<file path="src/rtl/seg_pkg.sv">
// -----------------------------------------------------------------------------
// seg_pkg
// Shared definitions for the multiplexed 7-segment display peripheral:
// register offsets, CTRL/STATUS bit positions, the upright and upside-down
// hexadecimal glyph tables (bit 6 = g .. bit 0 = a, 1 = segment on) and a
// byte-strobe merge helper used by the register file.
// -----------------------------------------------------------------------------
package seg_pkg;

  localparam logic [7:0] OFS_DATA   = 8'h00;
  localparam logic [7:0] OFS_CTRL   = 8'h04;
  localparam logic [7:0] OFS_STATUS = 8'h08;

  localparam int CTRL_EN         = 0;
  localparam int CTRL_BLINK      = 1;
  localparam int CTRL_CFORCE     = 2;
  localparam int CTRL_CVAL       = 3;
  localparam int CTRL_BRIGHT_LSB = 8;
  localparam int CTRL_BLANK_LSB  = 16;

  localparam int STAT_TOGGLE = 0;
  localparam int STAT_STICKY = 1;

  // Entry 15 first, entry 0 last.
  localparam logic [15:0][6:0] GLYPH_UP = {
    7'h71, 7'h79, 7'h5E, 7'h39, 7'h7C, 7'h77, 7'h6F, 7'h7F,
    7'h07, 7'h7D, 7'h6D, 7'h66, 7'h4F, 7'h5B, 7'h06, 7'h3F
  };

  // Display mounted rotated 180 degrees: a<->d, b<->e, c<->f, g unchanged.
  localparam logic [15:0][6:0] GLYPH_FLIP = {
    7'h4E, 7'h4F, 7'h73, 7'h0F, 7'h67, 7'h7E, 7'h7D, 7'h7F,
    7'h38, 7'h6F, 7'h6D, 7'h74, 7'h79, 7'h5B, 7'h30, 7'h3F
  };

  function automatic logic [31:0] apply_wstrb(input logic [31:0] i_old,
                                               input logic [31:0] i_new,
                                               input logic [3:0]  i_strb);
    logic [31:0] mask;
    mask = {{8{i_strb[3]}}, {8{i_strb[2]}}, {8{i_strb[1]}}, {8{i_strb[0]}}};
    return (i_old & ~mask) | (i_new & mask);
  endfunction

endpackage

</file>
<file path="src/rtl/seg_display_ctrl_hex_to_seg7.sv">
// -----------------------------------------------------------------------------
// hex_to_seg7
// Combinational nibble to 7-segment glyph lookup (1 = segment on). Output
// polarity is applied by the instantiating block.
//   i_nibble : hexadecimal digit 0..F
//   o_glyph  : segments, bit 6 = g .. bit 0 = a
// Parameter SEG_FLIP selects the upside-down table when non-zero.
// -----------------------------------------------------------------------------
module hex_to_seg7
  import seg_pkg::*;
#(
  parameter int SEG_FLIP = 1
) (
  input  logic [3:0] i_nibble,
  output logic [6:0] o_glyph
);

  always_comb begin
    o_glyph = (SEG_FLIP != 0) ? GLYPH_FLIP[i_nibble] : GLYPH_UP[i_nibble];
  end

endmodule

</file>
<file path="src/rtl/seg_display_ctrl.sv">
// -----------------------------------------------------------------------------
// seg_display_ctrl
// Multiplexed 7-segment display peripheral on the PicoSoC iomem bus.
//   clk, reset            : system clock, synchronous active-high reset
//   iomem_valid/wstrb/addr/wdata : bus request (wstrb==0 is a read)
//   iomem_ready           : single-cycle acknowledge, one cycle after request
//   iomem_rdata           : read data, valid while iomem_ready is high
//   comm                  : one-hot digit commons (polarity by COMM_ACTIVE_LOW)
//   seg                   : segments g..a (polarity by SEG_ACTIVE_HIGH)
//   colon                 : colon LED, active high
//   second_tick           : one-cycle pulse on every second_toggle edge
// Registers: 0x00 DATA, 0x04 CTRL, 0x08 STATUS (toggle RO, sticky W1C).
// -----------------------------------------------------------------------------
module seg_display_ctrl
  import seg_pkg::*;
#(
  parameter int         NUM_DIGITS      = 4,
  parameter logic [7:0] BASE_PAGE       = 8'h05,
  parameter int         SCAN_DIV        = 4096,
  parameter int         SEC_DIV         = 16000000,
  parameter int         COMM_ACTIVE_LOW = 1,
  parameter int         SEG_ACTIVE_HIGH = 1,
  parameter int         SEG_FLIP        = 1
) (
  input  logic                  clk,
  input  logic                  reset,
  input  logic                  iomem_valid,
  input  logic [3:0]            iomem_wstrb,
  input  logic [31:0]           iomem_addr,
  input  logic [31:0]           iomem_wdata,
  output logic                  iomem_ready,
  output logic [31:0]           iomem_rdata,
  output logic [NUM_DIGITS-1:0] comm,
  output logic [6:0]            seg,
  output logic                  colon,
  output logic                  second_tick
);

  localparam int DATA_BITS = NUM_DIGITS * 4;
  localparam logic [31:0] DATA_MASK = (DATA_BITS >= 32) ? 32'hFFFF_FFFF
                                    : ((32'd1 << DATA_BITS) - 32'd1);
  localparam logic [31:0] CTRL_MASK = (((32'd1 << NUM_DIGITS) - 32'd1) << CTRL_BLANK_LSB)
                                    | 32'h0000_0F0F;
  localparam int IDX_W   = (NUM_DIGITS > 1) ? $clog2(NUM_DIGITS) : 1;
  localparam int SUB_MAX = SCAN_DIV / 16 - 1;
  localparam int SUB_W   = (SUB_MAX > 0) ? $clog2(SUB_MAX + 1) : 1;
  localparam int SEC_W   = (SEC_DIV > 1) ? $clog2(SEC_DIV) : 1;
  localparam logic [IDX_W-1:0] IDX_LAST = IDX_W'(NUM_DIGITS - 1);
  localparam logic [SUB_W-1:0] SUB_LAST = SUB_W'(SUB_MAX);
  localparam logic [SEC_W-1:0] SEC_LOAD = SEC_W'(SEC_DIV - 1);
  localparam logic [NUM_DIGITS-1:0] COMM_OFF = (COMM_ACTIVE_LOW != 0) ? {NUM_DIGITS{1'b1}}
                                                                    : {NUM_DIGITS{1'b0}};
  localparam logic [6:0] SEG_OFF = (SEG_ACTIVE_HIGH != 0) ? 7'h00 : 7'h7F;

  // Bus-visible registers
  logic                  r_ready;
  logic [31:0]           r_rdata;
  logic [31:0]           r_data;
  logic [31:0]           r_ctrl;
  logic                  r_sticky;
  // Second timer
  logic [SEC_W-1:0]      r_sec_cnt;
  logic                  r_toggle;
  logic                  r_tick;
  // Scan state; the slot counter is split into a PWM phase (top 4 bits)
  // and a sub-count so SCAN_DIV need not be a power of two.
  logic [SUB_W-1:0]      r_sub;
  logic [3:0]            r_phase;
  logic [IDX_W-1:0]      r_idx;
  logic [31:0]           r_sh_data;
  logic [31:0]           r_sh_ctrl;
  // Output registers
  logic [NUM_DIGITS-1:0] r_comm;
  logic [6:0]            r_seg;
  logic                  r_colon;

  logic                  w_sel;
  logic                  w_wr;
  logic                  w_rd;
  logic [7:0]            w_ofs;
  logic [31:0]           w_rd_mux;
  logic                  w_sticky_clr;
  logic                  w_sub_last;
  logic                  w_slot_wrap;
  logic [NUM_DIGITS-1:0] w_onehot;
  logic [NUM_DIGITS-1:0] w_blank_mask;
  logic [3:0]            w_nibble;
  logic [6:0]            w_glyph;
  logic                  w_en;
  logic                  w_lit;
  logic                  w_unused;

  assign w_sel = iomem_valid && !r_ready && (iomem_addr[31:24] == BASE_PAGE);
  assign w_wr  = w_sel && (iomem_wstrb != 4'd0);
  assign w_rd  = w_sel && (iomem_wstrb == 4'd0);
  assign w_ofs = iomem_addr[7:0];

  assign w_sticky_clr = w_wr && (w_ofs == OFS_STATUS) && iomem_wstrb[0]
                        && iomem_wdata[STAT_STICKY];

  always_comb begin
    w_rd_mux = 32'd0;
    case (w_ofs)
      OFS_DATA:   w_rd_mux = r_data;
      OFS_CTRL:   w_rd_mux = r_ctrl;
      OFS_STATUS: w_rd_mux = {30'd0, r_sticky, r_toggle};
      default:    w_rd_mux = 32'd0;
    endcase
  end

  assign w_sub_last  = (r_sub == SUB_LAST);
  assign w_slot_wrap = w_sub_last && (r_phase == 4'hF);

  always_comb begin
    w_onehot = '0;
    w_nibble = 4'd0;
    for (int i = 0; i < NUM_DIGITS; i++) begin
      w_onehot[i] = (r_idx == IDX_W'(i));
      if (r_idx == IDX_W'(i)) w_nibble = r_sh_data[4*i +: 4];
    end
  end

  hex_to_seg7 #(.SEG_FLIP(SEG_FLIP)) u_hex (
    .i_nibble (w_nibble),
    .o_glyph  (w_glyph)
  );

  assign w_blank_mask = r_sh_ctrl[CTRL_BLANK_LSB +: NUM_DIGITS];
  assign w_en         = r_sh_ctrl[CTRL_EN];
  // Blink darkens the display during the low half of second_toggle, which
  // is deliberately taken live rather than from the shadow copy.
  assign w_lit = w_en
              && !(|(w_blank_mask & w_onehot))
              && (r_phase <= r_sh_ctrl[CTRL_BRIGHT_LSB +: 4])
              && !(r_sh_ctrl[CTRL_BLINK] && !r_toggle);

  assign w_unused = ^{iomem_addr[23:8], r_sh_ctrl, r_sh_data};

  always_ff @(posedge clk) begin
    if (reset) begin
      r_ready   <= 1'b0;
      r_rdata   <= 32'd0;
      r_data    <= 32'd0;
      r_ctrl    <= 32'd0;
      r_sticky  <= 1'b0;
      r_sec_cnt <= SEC_LOAD;
      r_toggle  <= 1'b1;
      r_tick    <= 1'b0;
      r_sub     <= '0;
      r_phase   <= 4'd0;
      r_idx     <= IDX_LAST;
      r_sh_data <= 32'd0;
      r_sh_ctrl <= 32'd0;
      r_comm    <= COMM_OFF;
      r_seg     <= SEG_OFF;
      r_colon   <= 1'b0;
    end else begin
      // Bus stage: acknowledge and read data one cycle after the request
      r_ready <= w_sel;
      r_rdata <= w_rd ? w_rd_mux : 32'd0;
      if (w_wr && (w_ofs == OFS_DATA))
        r_data <= apply_wstrb(r_data, iomem_wdata, iomem_wstrb) & DATA_MASK;
      if (w_wr && (w_ofs == OFS_CTRL))
        r_ctrl <= apply_wstrb(r_ctrl, iomem_wdata, iomem_wstrb) & CTRL_MASK;
      // A tick wins over a simultaneous clear
      if (r_tick)
        r_sticky <= 1'b1;
      else if (w_sticky_clr)
        r_sticky <= 1'b0;

      // Second timer stage
      if (r_sec_cnt == '0) begin
        r_sec_cnt <= SEC_LOAD;
        r_toggle  <= ~r_toggle;
        r_tick    <= 1'b1;
      end else begin
        r_sec_cnt <= r_sec_cnt - 1'b1;
        r_tick    <= 1'b0;
      end

      // Scan stage: software updates become visible only at a slot boundary
      if (w_sub_last) begin
        r_sub   <= '0;
        r_phase <= r_phase + 1'b1;
      end else begin
        r_sub <= r_sub + 1'b1;
      end
      if (w_slot_wrap) begin
        r_idx     <= (r_idx == '0) ? IDX_LAST : r_idx - 1'b1;
        r_sh_data <= r_data;
        r_sh_ctrl <= r_ctrl;
      end

      // Output stage: comm and seg registered together so they switch on
      // the same edge
      r_comm  <= w_lit ? ((COMM_ACTIVE_LOW != 0) ? ~w_onehot : w_onehot) : COMM_OFF;
      r_seg   <= w_lit ? ((SEG_ACTIVE_HIGH != 0) ? w_glyph : ~w_glyph) : SEG_OFF;
      r_colon <= w_en && (r_sh_ctrl[CTRL_CFORCE] ? r_sh_ctrl[CTRL_CVAL] : r_toggle);
    end
  end

  assign iomem_ready = r_ready;
  assign iomem_rdata = r_rdata;
  assign comm        = r_comm;
  assign seg         = r_seg;
  assign colon       = r_colon;
  assign second_tick = r_tick;

endmodule

</file>
<file path="config.mk">
export PLATFORM = sky130hd
export DESIGN_NAME = seg_display_ctrl
export DESIGN_NICKNAME = d
export VERILOG_FILES = /design/src/rtl/seg_pkg.sv /design/src/rtl/seg_display_ctrl_hex_to_seg7.sv /design/src/rtl/seg_display_ctrl.sv
export SDC_FILE = /design/constraint.sdc
export NUM_CORES = 1
export LEC_CHECK = 0
export CAP_MARGIN = 20
export CORE_ASPECT_RATIO = 1.2
export CORE_MARGIN = 5
export CORE_UTILIZATION = 55
export CTS_CLUSTER_DIAMETER = 30
export DETAILED_ROUTE_END_ITERATION = 10
export GPL_TIMING_DRIVEN = 0
export PLACE_DENSITY = 0.9
export SLEW_MARGIN = 5
export SYNTH_ARGS = -nofsm -noshare
export SYNTH_HDL_FRONTEND = slang
export SYNTH_SLANG_ARGS = --single-unit
</file>
<file path="constraint.sdc">
create_clock -name clk -period 6.5 [get_ports clk]
set_input_delay 0.65 -clock clk [delete_from_list [all_inputs] [get_ports clk]]
set_output_delay 0.65 -clock clk [all_outputs]
set_load 0.01 [all_outputs]
</file>
; ---- Word level (Yosys, flattened, before mapping)
; Memories as Yosys holds them, arrays and structs flattened. A register that Yosys moved wholly into a read port is not among the register bits.
; Cells that the tools add are included.
[totals]
register_bits = 135
romBits = 112
input_bits = 71
out_inout_bits = 46
elab_cells = 80
memories = 1
[classes]
add_sub_neg = 4
order_cmp = 1
eq_ne = 8
mux = 10
n_bitwise = 11
reduce_logical = 30
[mem_list]
columns = memory, depth, word_bits, read_ports, rd_clocked_by_memory_dff, write_ports, line_no
row1 = (no name shown), 16, 7, 1, 1, 0, seg_display_ctrl_hex_to_seg7.sv:19  ; o_glyph = (SEG_FLIP != 0) ? GLYPH_FLIP[i_nibble] : GLYPH_UP[i_nibble];
[op_table]
columns = operator, count
row1 = one-hot mux 20 bit (3 select lines), 1
row2 = bitwise AND 20 bit, 2
row3 = logical NOT 24 bit, 1
row4 = subtractor 24 x 1 -> 24 bit (second input constant), 1
row5 = NOT 20 bit, 1
row6 = bitwise OR 20 bit, 1
row7 = bitwise AND 16 bit, 1
row8 = equality test 8 x 3 -> 1 bit (second input constant), 2
row9 = two-way mux 4 bit, 4
row10 = bitwise OR 16 bit, 1
row11 = logical AND 1 bit, 15
row12 = adder 8 x 1 -> 8 bit (second input constant), 1
row13 = equality test 8 x 4 -> 1 bit (second input constant), 1
row14 = equality test 8 bit (second input constant), 1
row15 = logical NOT 8 bit, 1
row16 = OR reduction 2 bit, 4
row17 = adder 4 x 1 -> 4 bit (second input constant), 1
row18 = bitwise AND 4 bit, 1
row19 = equality test 2 bit (second input constant), 2
row20 = equality test 4 bit (second input constant), 1
row21 = <= comparator 4 bit, 1
row22 = logical NOT 1 bit, 4
row23 = logical NOT 4 bit, 1
row24 = two-way mux 1 bit, 4
row25 = other kinds (9), 11

; ---- Longest topological paths before layout
; Gate-level depths: netlist of run 1.
[logic_depth]
word_depth = 9
ltp_mapped = 10
depth_no_buf = 10

; ---- Hierarchy
; A second synthesis of run 1 with hierarchy kept.
[hier_totals]
cells_unflattened = 606
area_unflattened_um2 = 5486.5
[by_module_without_submodules]
columns = mod, n_inst, cells_each, area_per_inst_um2, seq_area_each_um2
row1 = seg_display_ctrl, 1, 573, 5196.2, 2602.5
row2 = hex_to_seg7, 1, 33, 290.3, 0.0

; ---- Worst setup path after synthesis of run 1
; No wires, ideal clock.
[synth_timing]
kind = input port to flip-flop
start = input port iomem_addr[5]
end = register (tool-made name)
arrival_ps = 2038
slack_ps = 4334
path_stages = 5
path_buffers = 0
path_cell_list = or4_1 > nor4_2 > nand3_1 > mux2i_1 > nor2_1
[synth_rtl]
columns = element, line_no
row1 = start: declaration, seg_display_ctrl.sv:29  ; input logic [31:0] iomem_addr,

; ---- Final worst setup path of run 1
[layout_timing]
start = input port iomem_addr[24]
end = register r_rdata[0] (netlist: iomem_rdata[0])
[layout_via]
elab_chain_len = 5
[layout_rtl]
columns = element, line_no
row1 = equality test 8 x 3 -> 1 bit, seg_display_ctrl.sv:93  ; assign w_sel = iomem_valid && !r_ready && (iomem_addr[31:24] == BASE_PAGE);
row2 = logical AND 1 bit, seg_display_ctrl.sv:93
row3 = logical AND 1 bit, seg_display_ctrl.sv:95  ; assign w_rd = w_sel && (iomem_wstrb == 4'd0);
row4 = NOT 1 bit (no source line), -
row5 = OR reduction 2 bit (no source line), -
row6 = end signal: assignment, seg_display_ctrl.sv:160  ; r_rdata <= w_rd ? w_rd_mux : 32'd0;
row7 = end: declaration, seg_display_ctrl.sv:57  ; logic [31:0] r_rdata;
; No other way between the ends.
; A chain may end at the register's enable or synchronous reset.

==> summary.txt, run 1 <==
Status
  • Status: complete, no violations

Worst setup path
  • CP endpoint kind: flip-flop
  • Setup crit start kind: input port
  • CP max FO: 10
  • Most common cell on crit path: clkbuf_1
  • Crit-path cells: clkdlybuf4s50_1 -> nor4bb_1 -> and4b_1 -> clkbuf_1 -> nor3b_1 -> clkbuf_1 -> nand2_1 -> nor2_1
  • Slowest CP cell: clkbuf_1
  • WS Path Type: in2reg
  • Critical Path Max Stage Delay: about 0.50 ns
  • Worst EP required: approximately 6.9 ns
  • Data arrival, critical path: approximately 3.2 ns

Hold path
  • Hold WC Path Type: reg2reg

Synth
  • Synth Area in Compound Gates: under 10%
  • Simple-Gate Fraction of Synth Area: around a quarter
  • Synth Area in XOR/XNOR: ~4.4%
  • Synth Flop Type: dfxtp_1
  • Post-synthesis mux area share: between 3 and 4%
  • Post-synthesis sequential area ratio: a little under half
  • Main combinational cell family by area after synthesis: simple AND/OR/NAND/NOR gates
  • Number of flops mapped to enable cells by yosys: 0
  • Synth Cell Area: ~0.0054 mm2
  • Synth Instances: 612
  • Avg Cell Area, Syn: a little under 9 um2
  • Yosys reg bits: 130
  • Synth unique cells: 55
  • Syn. warnings: 0
  • Ys async rst share: 0%
  • Adder-Cell Fraction of Synth Area: under 10%

Layout
  • Fraction of layout cells with a size suffix above 1: a little under a tenth
  • Fill cells: around 640
  • Antenna diodes: 0
  • Multi-input logic area: ~0.0026 mm2
  • Util after Layout: 73.1%
  • Final nets: between 800 and 900
  • Register Area: roughly 0.0026 mm2
  • Commonest non-fill, non-tap cell in the layout: dfxtp_1
  • Synth-to-layout area growth: 29.3%
  • Highest-count cells in the layout ignoring fill and taps: 130 x dfxtp_1, 119 x nand2_1, 76 x clkdlybuf4s50_1, 57 x nor2_1, 52 x a21oi_1

Timing
  • Final worst path period share: between 40% and 50%
  • Final setup vio count: 0
  • Final Hold Viols: 0
  • Fmax: roughly 350 MHz
  • Setup Skew: roughly 0.0055 ns
  • RSZ-0062 raised after global routing: no
  • Minimum clock period: ~2.8 ns
  • Fin worst setup slack: around 3.7 ns
  • Max Slew Vio Count: 0
  • Relative max-transition margin: about 31%
  • Worst slew pin tran: ~1.0 ns
  • Setup TNS: 0 ns

Global routing
  • Tot GR Track Use: about a quarter
  • First-pass GRT wire length: around 23 mm
  • Largest net degree at the start of global routing: 17
  • Gr ovfl total: 0
  • Initial antenna violation count: 0
  • Vias in the first global route: between 4000 and 5000

Drt
  • Avg WL per Cell: ~16 um
  • Total Wirelength: 13.8 mm
  • Vias per cell: 5.60
  • Detail Route Antenna Nets: 0
  • DR vias: ~4800
  • Initial DRC Count: about 340
  • DRT Pass-1 Iters: 7
  • DRC violations left: 0

Die
  • Die outline area: roughly 0.012 mm2
  • # IOs: approximately 120
  • Die X: just over 100 um
  • Die Height: approximately 120 um
  • Standard-cell rows: 39
  • Initial core utilization: a little under three fifths
  • Core area: between 0.009 and 0.01 mm2

Clock tree
  • CTS root buf: clkbuf_16
  • Clk_lat worst skew: 0.41 ns
  • H-tree levels: 4
  • Hold_buf cts: 0
  • Max clock buf depth: 2
  • CTS tree: done
  • CTS Sinks: between 100 and 150
  • Clk slew on worst S/H paths: roughly 0.06 ns
  • CTS resizes: 0
  • Post-CTS Setup Inserts: 0
  • CTS buffer count: 17

Placed design
  • Dpl ws: between 3 and 4 ns
  • # port buffers: between 70 and 80
  • Dpl hpwl: ~9.6 mm
  • Routability-driven placement congestion ratio: between 0.9 and 1

Power
  • PwrDens: 267 mW/mm2
  • Worst vdd ir: 181 uV
  • Final Total Pwr: 1.87 mW
  • Lkg Pwr: roughly 2.7 nW

Flow run
  • Max_cap viols: 0
==> path summary, 6_finish.rpt <==
| path | cells past startpoint | to | slack, ns | start |
|---|---|---|---|---|
| setup / recovery | 8 | iomem_rdata[0] | 3.68 | iomem_addr[24] |
| hold / removal | 1 | r_sec_cnt[0] | 0.40 | r_sec_cnt[0] |
| setup reg to reg | 7 | iomem_rdata[0] | 4.04 | iomem_ready |
| hold reg to reg | 1 | r_sec_cnt[0] | 0.40 | r_sec_cnt[0] |
==> per-stage QoR <==
step / instance area, um2 / hold WS (ns) / cells
CTS: 7030 / 0.401 / 854
finish: 7030 / 0.402 / 854
floorplan: 5470 / 0.366 / 623
global route: 7030 / 0.422 / 854
detailed placement: 6390 / 0.388 / 822
global placement: 6390 / 0.374 / 822
==> logic make-up (layout without fill, tap and decap cells) <==
kind of cell,after synthesis,in the layout
DFF,130,130
muxes,21,21
other,1,12
buffers and inverters,52,160
xor gates and xnor gates,27,27
AOI/OAI and AO/OA,87,87
adders and majority gates,20,20
and+or+nand+nor,274,274
==> final cells by class <==
class | count | share of cell area (%)
multi-input combinational | 441 | 37.3
sequential | 130 | 37.0
timing repair buffer | 76 | 10.8
clock buffer | 19 | 6.45
buffer | 37 | 2.81
clock inverter | 13 | 2.62
tap | 123 | 2.19
inverter | 15 | 0.801
==> cells in the mapped netlist, types with 2 or more instances <==
library cell | count | share of area, %
a211oi_1 | 4 | 0.55
a21oi_1 | 52 | 4.8
a22oi_1 | 8 | 1.1
and2_1 | 4 | 0.46
and3_1 | 17 | 2.0
and4_1 | 2 | 0.32
buf_2 | 5 | 0.46
buf_4 | 12 | 1.7
clkbuf_1 | 18 | 1.2
dfxtp_1 | 130 | 48
ha_1 | 20 | 4.6
inv_1 | 15 | 1.0
mux2i_1 | 20 | 3.7
nand2_1 | 119 | 8.2
nand2b_1 | 2 | 0.23
nand3_1 | 12 | 1.1
nand3b_1 | 4 | 0.55
nand4_1 | 2 | 0.23
nor2_1 | 57 | 3.9
nor2_2 | 2 | 0.23
nor2b_1 | 7 | 0.81
nor3_1 | 6 | 0.55
nor3_2 | 2 | 0.37
nor3b_1 | 3 | 0.41
nor4_1 | 8 | 0.92
nor4_2 | 2 | 0.46
o211ai_1 | 4 | 0.55
o21a_1 | 2 | 0.28
o21ai_0 | 4 | 0.37
o221a_2 | 2 | 0.41
o311ai_1 | 2 | 0.32
o31ai_1 | 2 | 0.28
or2_2 | 3 | 0.35
or3_1 | 5 | 0.58
or4_1 | 8 | 1.1
or4_4 | 3 | 0.62
xnor2_1 | 21 | 3.4
xor2_1 | 6 | 0.97
==> per-layer routing <==
layer | track usage, % | vias to the layer above | routed length (um)
met5 | 0 | - | 0
met4 | 11.6 | 0 | 406
met3 | 5.56 | 37 | 839
met2 | 42.0 | 180 | 7360
met1 | 26.0 | 2292 | 5200
li1 | - | 2275 | -
==> worst max-delay path, delay by kind of cell <==
kind          cells  cell delay (ns)
simple gates      5             1.24
buf+inv           3             1.28
==> report_power, final <==
part	total (mW)	switching [mW]	internal (mW)
clock network	1.01	0.348	0.661
registers	0.803	0.00248	0.800
logic	0.0622	0.0282	0.0340
(Power assumes the default switching activity.)
==> run 2, diff against run 1 <==
--- a/config.mk
+++ b/config.mk
@@ -8,11 +8,11 @@
 export CAP_MARGIN = 20
 export CORE_ASPECT_RATIO = 1.2
 export CORE_MARGIN = 5
-export CORE_UTILIZATION = 55
+export CORE_UTILIZATION = 51
 export CTS_CLUSTER_DIAMETER = 30
 export DETAILED_ROUTE_END_ITERATION = 10
 export GPL_TIMING_DRIVEN = 0
-export PLACE_DENSITY = 0.9
+export PLACE_DENSITY = 0.84
 export SLEW_MARGIN = 5
 export SYNTH_ARGS = -nofsm -noshare
 export SYNTH_HDL_FRONTEND = slang
==> constraint.sdc (replaced) <==
create_clock -name clk -period 2.9 [get_ports clk]
set_input_delay 0.29 -clock clk [delete_from_list [all_inputs] [get_ports clk]]
set_output_delay 0.29 -clock clk [all_outputs]
set_load 0.01 [all_outputs]
==> run 2 against run 1 <==
  * Clock skew rose by 0.0074 ns
  * Cell count rose by 0.70%
  * Routed wire length fell by 2.8%
  * Non-clock buffer count did not move
  * Combinational power rose by 120%
  * Cell area fell by 1.1%
  * Register-to-register slack got worse by 3.6 ns
  * Clock power rose by 95%
  * Sequential share of layout area rose by 0.43 points
  * Clock-buffer cell count rose by 3
  * Die area rose by 7.1%
==> summary.txt, run 2 (synthesized netlist as in run 1, its figures left out) <==
Status
  • Status: complete, no violations

Timing
  • Final worst path period share: ~86%
  • Setup TNS: 0 ns
  • Setup Skew: 0.0129 ns
  • Relative max-transition margin: around a third
  • Worst slew pin tran: 0.998 ns
  • Final Hold Viols: 0
  • Fin worst setup slack: between 0.4 and 0.5 ns
  • Minimum clock period: about 2.5 ns
  • RSZ-0062 raised after global routing: no
  • Fmax: between 400 and 500 MHz
  • Final setup vio count: 0
  • Max Slew Vio Count: 0

Layout
  • Fill cells: 830
  • Antenna diodes: 0
  • Fraction of layout cells with a size suffix above 1: a little under a tenth
  • Util after Layout: roughly two thirds
  • Fin cells: 860
  • Synth-to-layout area growth: 27.8%
  • Commonest non-fill, non-tap cell in the layout: dfxtp_1
  • Highest-count cells in the layout ignoring fill and taps: 130 x dfxtp_1, 119 x nand2_1, 76 x clkdlybuf4s50_1, 57 x nor2_1, 52 x a21oi_1
  • Final nets: approximately 800

Hold path
  • Hold path cells: 1
  • Hold WC Path Type: reg2reg
  • Hold Path End: r_sec_cnt[0]
  • Origin of the worst min-delay path: r_sec_cnt[0]

Drt
  • Total Wirelength: 13.4 mm
  • DRT Pass-1 Iters: 5
  • Initial DRC Count: 190
  • Detail Route Antenna Nets: 0
  • Vias per cell: approximately 5.4
  • Avg WL per Cell: ~16 um
  • DR vias: about 4700
  • DRC violations left: 0

Clock tree
  • Clk slew on worst S/H paths: approximately 0.060 ns
  • Post-CTS Setup Inserts: 0
  • CTS buffer count: 17
  • Clk_lat worst skew: approximately 0.42 ns
  • H-tree levels: 4
  • Max clock buf depth: 2
  • CTS root buf: clkbuf_16
  • CTS tree: done
  • CTS Sinks: 130
  • Hold_buf cts: 0
  • CTS resizes: 0

Worst setup path
  • Crit-path cells: clkdlybuf4s50_1 -> nor4bb_1 -> and4b_1 -> clkbuf_1 -> nor3b_1 -> clkbuf_1 -> nand2_1 -> nor2_1
  • Worst EP required: between 3 and 4 ns
  • R2r worst-path depth: 7
  • R2r endpoint: iomem_rdata[0]
  • Critical Path Max Stage Delay: 0.50 ns
  • Most common cell on crit path: clkbuf_1
  • CP max FO: 10
  • R2R Setup Slk: between 0.4 and 0.5 ns
  • R2R Path Start: iomem_ready
  • Data arrival, critical path: 2.83 ns
  • WS Path Type: in2reg
  • Slowest CP cell: nor3b_1
  • CP endpoint kind: flip-flop
  • Setup crit start kind: input port

Global routing
  • Tot GR Track Use: about a fifth
  • Largest net degree at the start of global routing: 17
  • Initial antenna violation count: 0
  • Gr ovfl total: 0
  • First-pass GRT wire length: around 22 mm
  • Vias in the first global route: 4793

Power
  • Worst vdd ir: 494 uV
  • Lkg Pwr: about 2.6 nW
  • PwrDens: between 500 and 600 mW/mm2
  • Final Total Pwr: just under 4 mW

Die
  • Initial core utilization: 51.9%
  • # IOs: between 100 and 150
  • Core area: between 0.01 and 0.015 mm2
  • Standard-cell rows: a little over 40
  • Die X: between 100 and 150 um
  • Die outline area: approximately 0.013 mm2
  • Die Height: about 120 um

Placed design
  • Dpl ws: just under 0.07 ns
  • Cell count after placement: about 830
  • Dpl hpwl: about 10 mm
  • # port buffers: 76
  • Routability-driven placement congestion ratio: 0.826

Flow run
  • Max_cap viols: 0
==> run 2: changes by cell type in the layout (fill, tap and decap cells not counted), sizes merged <==
cell,before,now
clkbuf,37,40
clkinv,6,8
bufinv,4,1
clkinvlp,3,1
==> run 2: how the worst max path moves through the flow <==
stage,startpoint,to,slack (ns),depth (start not counted)
final,iomem_addr[24],iomem_rdata[0],0.42,8
after global placement,iomem_addr[24],iomem_rdata[1],0.16,8
after global routing,r_idx[1],seg[0],0.25,8
after detailed placement,iomem_addr[24],iomem_rdata[0],0.07,8
after CTS,iomem_addr[24],iomem_rdata[0],0.44,8
after floorplan,r_idx[1],seg[0],0.81,8
==> run 2: cell type report <==
cell class                 instances  area [um2]  share of cell area, %
clock inverter                    10        85.1                   1.23
timing repair buffer              76         761                   11.0
inverter                          15        56.3                  0.811
tap                              129         161                   2.32
sequential                       130        2600                   37.5
multi-input combinational        441        2620                   37.7
clock buffer                      22         464                   6.68
buffer                            37         198                   2.85
==> run 2: worst max-delay path: cells and delay by family <==
| kind | cells | cell delay, ns |
|---|---|---|
| simple gates | 5 | 1.28 |
| buf+inv | 3 | 1.26 |
==> run 2: through the flow <==
step	instance area, um2	hold WS [ns]
3_3_place_gp	6400	0.374
5_1_grt	6950	0.421
3_5_place_dp	6400	0.388
4_1_cts	6950	0.403
2_1_floorplan	5470	0.366
6_report	6950	0.401
==> run 2: layer usage <==
| metal | track usage, % | share of wire (%) | wire length, um | vias up |
|---|---|---|---|---|
| met5 | 0 | 0 | 0 | - |
| met4 | 11.4 | 3.9 | 528 | 0 |
| met3 | 5.54 | 4.9 | 661 | 45 |
| met2 | 38.1 | 52 | 7010 | 151 |
| met1 | 22.4 | 39 | 5220 | 2211 |
| li1 | - | - | - | 2278 |
==> run 2: report_power, final <==
part | switching, mW | total (mW) | leakage [nW] | internal [mW]
combinational | 0.0618 | 0.138 | 1.30 | 0.0760
sequential | 0.00505 | 1.80 | 1.05 | 1.79
clock | 0.754 | 1.97 | 0.273 | 1.21
total | 0.821 | 3.91 | 2.62 | 3.08
